`src/rtl/load_store_unit_if.sv`:
```
// Data-memory bus between the load/store unit and memory.
// Single-beat req/ack: the master holds every request field stable until ack.
interface load_store_unit_if;
  logic        dmem_req;
  logic        dmem_we;
  logic [31:0] dmem_addr;
  logic [3:0]  dmem_be;
  logic [31:0] dmem_wdata;
  logic        dmem_ack;
  logic [31:0] dmem_rdata;

  modport master (
    output dmem_req, dmem_we, dmem_addr, dmem_be, dmem_wdata,
    input  dmem_ack, dmem_rdata
  );

  modport slave (
    input  dmem_req, dmem_we, dmem_addr, dmem_be, dmem_wdata,
    output dmem_ack, dmem_rdata
  );
endinterface

```
`src/rtl/load_store_unit.sv`:
```
// Memory-access stage: issues single-beat data-memory requests for loads and
// stores, stalls the core until completion, and flags misalignment/timeouts.
module load_store_unit #(
  parameter int unsigned TIMEOUT = 255
) (
  input  logic        clk,
  input  logic        rst_n,
  input  logic [6:0]  operation,
  input  logic [31:0] alu_result,
  input  logic [31:0] store_data,
  output logic [31:0] mem_data,
  output logic        stall,
  output logic        mem_err,
  load_store_unit_if.master dmem
);

  localparam int unsigned CNT_W = 16;
  localparam logic [CNT_W-1:0] CNT_LAST = CNT_W'(TIMEOUT - 1);

  localparam logic [6:0] OP_LB  = 7'd26;
  localparam logic [6:0] OP_LH  = 7'd27;
  localparam logic [6:0] OP_LW  = 7'd28;
  localparam logic [6:0] OP_LBU = 7'd29;
  localparam logic [6:0] OP_LHU = 7'd30;
  localparam logic [6:0] OP_SB  = 7'd31;
  localparam logic [6:0] OP_SH  = 7'd32;
  localparam logic [6:0] OP_SW  = 7'd33;

  typedef enum logic [1:0] {S_IDLE, S_REQ, S_DONE} state_t;

  state_t            state_q, state_d;
  logic [CNT_W-1:0]  cnt_q, cnt_d;
  logic [6:0]        op_q, op_d;
  logic [1:0]        lane_q, lane_d;
  logic              req_q, req_d;
  logic              we_q, we_d;
  logic [31:0]       addr_q, addr_d;
  logic [3:0]        be_q, be_d;
  logic [31:0]       wdata_q, wdata_d;
  logic [31:0]       mem_data_q, mem_data_d;
  logic              mem_err_q, mem_err_d;

  logic       is_load, is_store, is_mem, misaligned, load_q;
  logic [3:0] st_be;
  logic [31:0] st_wdata;

  // Picks the addressed byte/half out of the read word and extends it.
  function automatic logic [31:0] extract(input logic [6:0] op,
                                          input logic [1:0] lane,
                                          input logic [31:0] rdata);
    logic [7:0]  b;
    logic [15:0] h;
    logic [31:0] r;
    b = rdata[7:0];
    unique case (lane)
      2'd0: b = rdata[7:0];
      2'd1: b = rdata[15:8];
      2'd2: b = rdata[23:16];
      2'd3: b = rdata[31:24];
      default: b = rdata[7:0];
    endcase
    h = lane[1] ? rdata[31:16] : rdata[15:0];
    r = rdata;
    if (op == OP_LB)       r = {{24{b[7]}}, b};
    else if (op == OP_LBU) r = {24'd0, b};
    else if (op == OP_LH)  r = {{16{h[15]}}, h};
    else if (op == OP_LHU) r = {16'd0, h};
    return r;
  endfunction

  // Operation decode and store lane steering.
  always_comb begin
    is_load  = (operation >= OP_LB) && (operation <= OP_LHU);
    is_store = (operation >= OP_SB) && (operation <= OP_SW);
    is_mem   = is_load || is_store;
    load_q   = (op_q >= OP_LB) && (op_q <= OP_LHU);
    misaligned = 1'b0;
    if ((operation == OP_LH) || (operation == OP_LHU) || (operation == OP_SH))
      misaligned = alu_result[0];
    else if ((operation == OP_LW) || (operation == OP_SW))
      misaligned = (alu_result[1:0] != 2'b00);
    st_be    = 4'b1111;
    st_wdata = store_data;
    if (operation == OP_SB) begin
      st_be    = 4'b0001 << alu_result[1:0];
      st_wdata = {4{store_data[7:0]}};
    end else if (operation == OP_SH) begin
      st_be    = 4'b0011 << {alu_result[1], 1'b0};
      st_wdata = {2{store_data[15:0]}};
    end
  end

  // Next-state and registered-output logic.
  always_comb begin
    state_d    = state_q;
    cnt_d      = cnt_q;
    op_d       = op_q;
    lane_d     = lane_q;
    req_d      = req_q;
    we_d       = we_q;
    addr_d     = addr_q;
    be_d       = be_q;
    wdata_d    = wdata_q;
    mem_data_d = mem_data_q;
    mem_err_d  = mem_err_q;
    unique case (state_q)
      S_IDLE: begin
        if (is_mem) begin
          if (misaligned) begin
            state_d    = S_DONE;
            mem_err_d  = 1'b1;
            mem_data_d = 32'd0;
          end else begin
            state_d = S_REQ;
            cnt_d   = '0;
            op_d    = operation;
            lane_d  = alu_result[1:0];
            req_d   = 1'b1;
            we_d    = is_store;
            addr_d  = {alu_result[31:2], 2'b00};
            be_d    = is_store ? st_be : 4'b1111;
            wdata_d = is_store ? st_wdata : wdata_q;
          end
        end
      end
      S_REQ: begin
        if (dmem.dmem_ack) begin
          if (load_q) mem_data_d = extract(op_q, lane_q, dmem.dmem_rdata);
          mem_err_d = 1'b0;
          req_d     = 1'b0;
          state_d   = S_DONE;
        end else if (cnt_q == CNT_LAST) begin
          mem_err_d  = 1'b1;
          mem_data_d = 32'd0;
          req_d      = 1'b0;
          state_d    = S_DONE;
        end else begin
          cnt_d = CNT_W'(cnt_q + 1'b1);
        end
      end
      S_DONE:  state_d = S_IDLE;
      default: state_d = S_IDLE;
    endcase
  end

  always_ff @(posedge clk or negedge rst_n) begin
    if (!rst_n) begin
      state_q    <= S_IDLE;
      cnt_q      <= '0;
      op_q       <= 7'd0;
      lane_q     <= 2'd0;
      req_q      <= 1'b0;
      we_q       <= 1'b0;
      addr_q     <= 32'd0;
      be_q       <= 4'd0;
      wdata_q    <= 32'd0;
      mem_data_q <= 32'd0;
      mem_err_q  <= 1'b0;
    end else begin
      state_q    <= state_d;
      cnt_q      <= cnt_d;
      op_q       <= op_d;
      lane_q     <= lane_d;
      req_q      <= req_d;
      we_q       <= we_d;
      addr_q     <= addr_d;
      be_q       <= be_d;
      wdata_q    <= wdata_d;
      mem_data_q <= mem_data_d;
      mem_err_q  <= mem_err_d;
    end
  end

  assign stall           = is_mem && (state_q != S_DONE);
  assign mem_data        = mem_data_q;
  assign mem_err         = mem_err_q;
  assign dmem.dmem_req   = req_q;
  assign dmem.dmem_we    = we_q;
  assign dmem.dmem_addr  = addr_q;
  assign dmem.dmem_be    = be_q;
  assign dmem.dmem_wdata = wdata_q;

endmodule

```
`src/flat_wrapper.sv`:
```
// flat-port wrapper written by rule: the top's interface ports become plain ports
module load_store_unit_flat 
#(
  parameter int unsigned TIMEOUT = 255
)
  (clk, rst_n, operation, alu_result, store_data, mem_data, stall, mem_err, dmem_dmem_req, dmem_dmem_we, dmem_dmem_addr, dmem_dmem_be, dmem_dmem_wdata, dmem_dmem_ack, dmem_dmem_rdata);
  load_store_unit_if dmem_i ();
  input  logic clk;
  input  logic rst_n;
  input  logic [6:0] operation;
  input  logic [31:0] alu_result;
  input  logic [31:0] store_data;
  output logic [31:0] mem_data;
  output logic stall;
  output logic mem_err;
  output wire logic [$bits(dmem_i.dmem_req)-1:0] dmem_dmem_req;
  output wire logic [$bits(dmem_i.dmem_we)-1:0] dmem_dmem_we;
  output wire logic [$bits(dmem_i.dmem_addr)-1:0] dmem_dmem_addr;
  output wire logic [$bits(dmem_i.dmem_be)-1:0] dmem_dmem_be;
  output wire logic [$bits(dmem_i.dmem_wdata)-1:0] dmem_dmem_wdata;
  input wire logic [$bits(dmem_i.dmem_ack)-1:0] dmem_dmem_ack;
  input wire logic [$bits(dmem_i.dmem_rdata)-1:0] dmem_dmem_rdata;
  assign dmem_dmem_req = dmem_i.dmem_req;
  assign dmem_dmem_we = dmem_i.dmem_we;
  assign dmem_dmem_addr = dmem_i.dmem_addr;
  assign dmem_dmem_be = dmem_i.dmem_be;
  assign dmem_dmem_wdata = dmem_i.dmem_wdata;
  assign dmem_i.dmem_ack = dmem_dmem_ack;
  assign dmem_i.dmem_rdata = dmem_dmem_rdata;
  load_store_unit #(.TIMEOUT(TIMEOUT)) u_core (.clk(clk), .rst_n(rst_n), .operation(operation), .alu_result(alu_result), .store_data(store_data), .mem_data(mem_data), .stall(stall), .mem_err(mem_err), .dmem(dmem_i));
endmodule
```
`config.mk`:
```
export PLATFORM = sky130hd
export DESIGN_NAME = load_store_unit_flat
export DESIGN_NICKNAME = d
export VERILOG_FILES = /design/src/rtl/load_store_unit_if.sv /design/src/rtl/load_store_unit.sv /design/src/flat_wrapper.sv
export SDC_FILE = /design/constraint.sdc
export NUM_CORES = 1
export LEC_CHECK = 0
export ABC_AREA = 1
export CAP_MARGIN = 30
export CORE_MARGIN = 4
export CORE_UTILIZATION = 42
export DETAILED_ROUTE_END_ITERATION = 6
export GPL_ROUTABILITY_DRIVEN = 1
export PLACE_DENSITY = 0.79
export SLEW_MARGIN = 20
export SYNTH_ARGS = -nofsm -noshare
export SYNTH_HDL_FRONTEND = slang
export SYNTH_SLANG_ARGS = --single-unit
```
`constraint.sdc`:
```
create_clock -name clk -period 1.7 [get_ports clk]
set_input_delay 0.17 -clock clk [delete_from_list [all_inputs] [get_ports clk]]
set_output_delay 0.17 -clock clk [all_outputs]
set_load 0.1 [all_outputs]
```
==> summary.md <==
| Metric | Value |
|---|---|
| Setup TNS | `-0.0367 ns` |
| Clock Latency Late Sink | `0.42 ns` |
| Site Rows | `48` |
| DR pass1 iterations | `5` |
| Outcome | `finished with violations` |
| RR Startpoint | `u_core.cnt_q[0]` |
| Largest net degree at the start of global routing | `49` |
| Initial antenna violation count | `0` |
| Type of the worst setup path | `reg2reg` |
| Ranking of synthesized cells by area | `dfrtp_1, nand2_1, o21ai_0` |
| Final antenna-violating net count | `0` |
| Final Max Slew Viols | `0` |
| Antenna cells | `0` |
| Port Buffer Count | `207` |
| Crit-path max FO | `6` |
| Storage cell area | `0.00321 mm²` |
| Cell with the most instances after synthesis | `nand2_1` |
| Post-synth top area cell | `dfrtp_1` |
| H-tree level count | `4` |
| Crit. End Element | `flop` |
| Top-area cell type share of the netlist area | `42.9%` |
| TritonCTS Buffers | `17` |
| Clock-pin slew on the worst setup and hold paths | `0.06 ns` |
| Worst Path Arrival | `2.02 ns` |
| Max Freq | `584 MHz` |
| Final clock skew | `0.00765 ns` |
| TritonCTS Sinks | `128` |
| LEAKAGE | `5.88 nW` |
| Failing checks | `negative setup slack` |
| Sequential share of the synthesized area | `42.9%` |
| RSZ-0062 raised after global routing | `yes` |
| Final setup viols | `5` |
| Period minus WS final | `1.71 ns` |
| Async SR Flop Fraction | `100%` |
| Vias in the first global route | `7,870` |
| Multi-input gate area | `0.00401 mm²` |
| Max cap viols | `0` |
| Hold/Removal Path Class | `in2reg` |
| Post-Syn Area | `0.00747 mm²` |
| Initial DRC Count | `512` |
| Ratio of cells with drive above 1 in the final layout | `28.5%` |
| Routability cong. | `0.936` |
| Predominant post-synthesis flop cell | `dfrtp_1` |
| Root buf cell | `clkbuf_16` |
| Initial Utilization | `43.1%` |
| Area Overhead vs Synth | `56.5%` |
| Syn Area/Cell | `7.23 µm²` |
| CTS tree | `yes` |
| Post-synth EDFFs | `0` |
| Avg WL per Cell | `15.8 µm` |
| GRT Resource Usage Total | `24.0%` |
| Clk buf depth | `2` |
| Die width | `141 µm` |
| Drc violations | `0` |
| Die Height | `141 µm` |
| Final period util | `101%` |
| Core area | `0.0174 mm²` |
| Detailed placer's ending HPWL | `17,600 µm` |
| Final worst-path setup slack | `-0.0115 ns` |
| Mapped Cells | `1,034` |
| Via count | `8,054` |
| Worst setup SP type | `flop` |
| Final wirelength | `24,500 µm` |
| Peak supply drop | `1880 µV` |
| Req. time, crit path | `2.01 ns` |
| First-pass GRT wire length | `38,700 µm` |
| Fin nets | `1,428` |
| Synth cell count leaders | `nand2_1, dfrtp_1, o21ai_0, nor2_1, inv_1` |
| Final Hold Viols | `0` |
| Die footprint | `0.0200 mm²` |
| Fill count | `1,383` |
| Vias per cell | `5.17` |
| IO Pins | `210` |
| Unique masters post-synth | `42` |
| Grt total ovfl | `0` |
| Hold path start | `operation[5]` |
| CP startpoint | `u_core.cnt_q[0]` |
| Warnings from Yosys | `0` |
| Pre-CTS setup slack | `-0.474 ns` |
| Pwr/cell area | `2230 mW/mm²` |
| Flops & latches, synth | `128` |
-- routing by layer --
metal	vias up	share of wire [%]	track usage [%]	wire length [µm]
met2	349	50	41.1	12400
met3	34	8.9	7.72	2180
met5	-	0	0	0
met4	0	2.2	8.23	537
li1	3895	-	-	-
met1	3776	39	28.4	9470
-- path summary, 6_finish.rpt --
path	endpoint	slack, ns	cells after the start
worst max-delay path	u_core.mem_data[26]	-0.01	11
worst min-delay path	u_core.op_q[5]	0.14	4
worst max register to register	u_core.mem_data[26]	-0.01	11
worst min register to register	u_core.dmem.dmem_wdata[12]	0.49	2
max in group asynchronous	u_core.mem_data[3]	0.99	3
min in group asynchronous	u_core.mem_data[14]	0.16	2
-- stage by stage --
step | std cells | total power [W] | hold slack [ns] | area, µm² | util [%]
floorplan | 1035 | 0.0165 | -0.126 | 7490 | -
global placement | 1511 | 0.0214 | 0.0335 | 10600 | 61.0
detailed placement | 1511 | 0.0216 | 0.0333 | 10600 | 61.0
CTS | 1552 | 0.0257 | 0.149 | 11400 | 65.8
global route | 1557 | 0.0273 | 0.147 | 11700 | 67.4
finish | 1557 | 0.0261 | 0.141 | 11700 | 67.4
-- worst max-delay path, stage by stage, from the launching register on --
cell and delay, ns:
dfrtp_1 0.38, inv_2 0.08, ha_4 0.15, nand2_4 0.05
nor2_4 0.12, nand2_4 0.07, a21oi_4 0.17, nand3_4 0.13
buf_12 0.18, clkbuf_16 0.17, nand2_4 0.05, o21ai_2 0.04
-- layout make-up --
type / count / area share (%)
flip-flops and latches: 128 / 27.4
repair buffers: 320 / 28.8
inverters: 67 / 2.17
well taps: 225 / 2.41
clock buffers: 18 / 3.75
multi-input cells: 786 / 34.3
clock inverters: 13 / 1.20
-- state kept, by name (all words and copies together), names as in the netlist --
name / cells
u_core.mem_data: 32
u_core.dmem.dmem_we: 1
u_core.dmem.dmem_addr: 30
u_core.lane_q: 2
u_core.dmem.dmem_wdata: 32
u_core.cnt_q: 16
u_core.dmem.dmem_be: 4
u_core.op_q: 7
u_core.state_q: 2
u_core.mem_err: 1
u_core.dmem.dmem_req: 1
-- cell families after synthesis --
| kind of cell | after synthesis | share of synthesized area [%] |
|---|---|---|
| AO/OA/AOI/OAI | 184 | 14.5 |
| XOR/XNOR | 2 | 0.234 |
| multiplexers | 2 | 0.268 |
| AND/OR/NAND/NOR | 594 | 33.9 |
| buffers and inverters | 121 | 7.84 |
| other | 1 | 0.0502 |
| flip-flops | 128 | 42.9 |
| adder cells (fa/ha/maj) | 2 | 0.335 |
-- placed cells by master (no fill, tap or decap), types with 4 or more instances in the layout --
| cell type | synthesis | routed |
|---|---|---|
| nand2_2 | 34 | 16 |
| o21ai_1 | 33 | 36 |
| nor2_2 | 1 | 11 |
| clkbuf_16 | 0 | 18 |
| clkdlybuf4s50_1 | 0 | 97 |
| nand4_1 | 16 | 16 |
| inv_1 | 61 | 55 |
| nand3b_1 | 7 | 7 |
| nor3_1 | 4 | 4 |
| nand3_1 | 52 | 46 |
| dfrtp_1 | 128 | 126 |
| nand2_1 | 401 | 390 |
| inv_2 | 5 | 11 |
| nand2_4 | 0 | 29 |
| o21ai_0 | 86 | 82 |
| nand3_2 | 2 | 7 |
| a21oi_1 | 23 | 22 |
| nor2_4 | 4 | 10 |
| buf_12 | 0 | 49 |
| buf_4 | 10 | 157 |
| nor2_1 | 66 | 50 |
| o211ai_1 | 4 | 4 |
| o21ai_2 | 29 | 29 |
| clkinvlp_4 | 0 | 4 |
| clkbuf_2 | 1 | 5 |
-- power breakdown --
| part | switching, W | internal, W | total, W |
|---|---|---|---|
| logic | 0.0122 | 0.00494 | 0.0171 |
| clock network | 0.00140 | 0.00219 | 0.00359 |
| registers | 0.00113 | 0.00428 | 0.00541 |
| total | 0.0147 | 0.0114 | 0.0261 |
-- repair_timing --
item                       CTS  global route
gates cloned                 3             1
resized for setup           43            73
hold endpoints to repair   128             0
setup buffers                6             4
hold buffers                 1             0
setup endpoints to repair   46            73
pin swaps                   14            17
Power figures use the tool's default switching activity.
==> variant (config.mk and constraints unchanged) <==
Encoding of `state_t`: now one-hot (3 bits for 3 states).
--- a/src/rtl/load_store_unit.sv
+++ b/src/rtl/load_store_unit.sv
@@ -28,3 +28,3 @@
 
-  typedef enum logic [1:0] {S_IDLE, S_REQ, S_DONE} state_t;
+  typedef enum logic [2:0] {S_IDLE = 3'b001, S_REQ = 3'b010, S_DONE = 3'b100} state_t;
 
Check against the original RTL: no difference found for any inputs over 4 cycles, from zero or initial values and one cycle with rst_n low; so few cycles prove little.
==> variant against the unedited design <==
- the run still ends with setup timing left
- sequential power down 9.2%
- sequential share of layout area up 2.0 points
- area after synthesis down 5.3%
- cell area down 6.1%
- routed wire length down 11%
- setup slack worse by 0.084 ns
- total power down 15%
- sequential cell count up 1
- critical path type unchanged
- critical endpoint is now u_core.mem_data[17]$_DFFE_PN0P_
- largest cell class unchanged
- largest power group unchanged
==> variant: results (changes against the unedited design) <==
Place
  – Placer's final routability congestion estimate: 0.918 (was 0.936)
  – Cells after DPL: 1,455 (was 1,511)

Cells and area
  – Fill cell count: 1,344 (was 1,383)
  – Non-Clock Buffer Count: 296 (was 320)
  – ClkCell Share: 0.0550 (was 0.0495)
  – Layout cells sized above 1: 0.260 (was 0.285)
  – Fin nets: 1,385 (was 1,428)

Detailed routing
  – Detail Route met2 WL: 10,200 um (was 12,400 um)
  – Met1 wire length: 9080 um (was 9470 um)
  – DR WL met3: 2110 um (was 2180 um)

Hold path
  – Hold depth: 3 (was 4)

Clock tree
  – Post-CTS Resized: 15 (was 43)
  – Sink Count: 129 (was 128)

Outcome
  – Status: finished, violations left (unchanged)
  – Failing checks: setup timing (unchanged)

Power
  – VDD IR max: 1.99 mV (was 1.88 mV)
  – Lkg Pwr: 5.67 nW (was 5.88 nW)

Critical path
  – Critical R2R Launch: u_core.cnt_q[7]$_DFFE_PN0P_ (was u_core.cnt_q[0]$_DFFE_PN0P_)
  – Delay-heaviest family, CP: simple AND/OR/NAND/NOR gates (was buffers and inverters)
  – Worst Setup SP: u_core.cnt_q[7]$_DFFE_PN0P_ (was u_core.cnt_q[0]$_DFFE_PN0P_)

Yosys
  – Compound-Gate Fraction of Synth Area: 0.0688 (was 0.145)
  – Library cells used by synthesis: 41 (was 42)
  – Synth area leaders: dfrtp_1, nand2_1, o21ai_0, nand3_1, nor2_1 (was dfrtp_1, nand2_1, o21ai_0, nand3_1, o21ai_2)
  – Commonest cells in the netlist: nand2_1, dfrtp_1, nor2_1, inv_1, o21ai_0 (was nand2_1, dfrtp_1, o21ai_0, nor2_1, inv_1)

Global routing
  – Vias in the first global route: 7,050 (was 7,870)
  – Largest net degree at the start of global routing: 43 (was 49)
  – M1 GR Usage: 0.294 (was 0.284)

STA
  – Worst Slack Setup Final: -0.0956 ns (was -0.0115 ns)
  – Final setup viols: 32 (was 5)
  – TNS Setup: -2.08 ns (was -0.0367 ns)
## variant: cell types whose count changed in the layout (fill, tap and decap cells not counted), sizes merged, moves of 6 or more
cell | before | now
a21oi | 24 | 11
buf | 213 | 188
mux2 | 0 | 8
nand2 | 435 | 515
nand4 | 16 | 10
nor2 | 71 | 64
o21ai | 149 | 66
## variant: metrics by stage
step / utilization / hold WS, ns / area, um2
5_1_grt: 0.665 / 0.0467 / 11000
3_3_place_gp: 0.596 / 0.129 / 9860
3_5_place_dp: 0.596 / 0.129 / 9860
2_1_floorplan: - / -0.126 / 7100
6_report: 0.665 / 0.0280 / 11000
4_1_cts: 0.637 / 0.160 / 10500
## variant: where the power goes
group | switching (W) | internal, W
clock network | 0.00151 | 0.00221
registers | 0.000802 | 0.00411
logic | 0.00991 | 0.00365
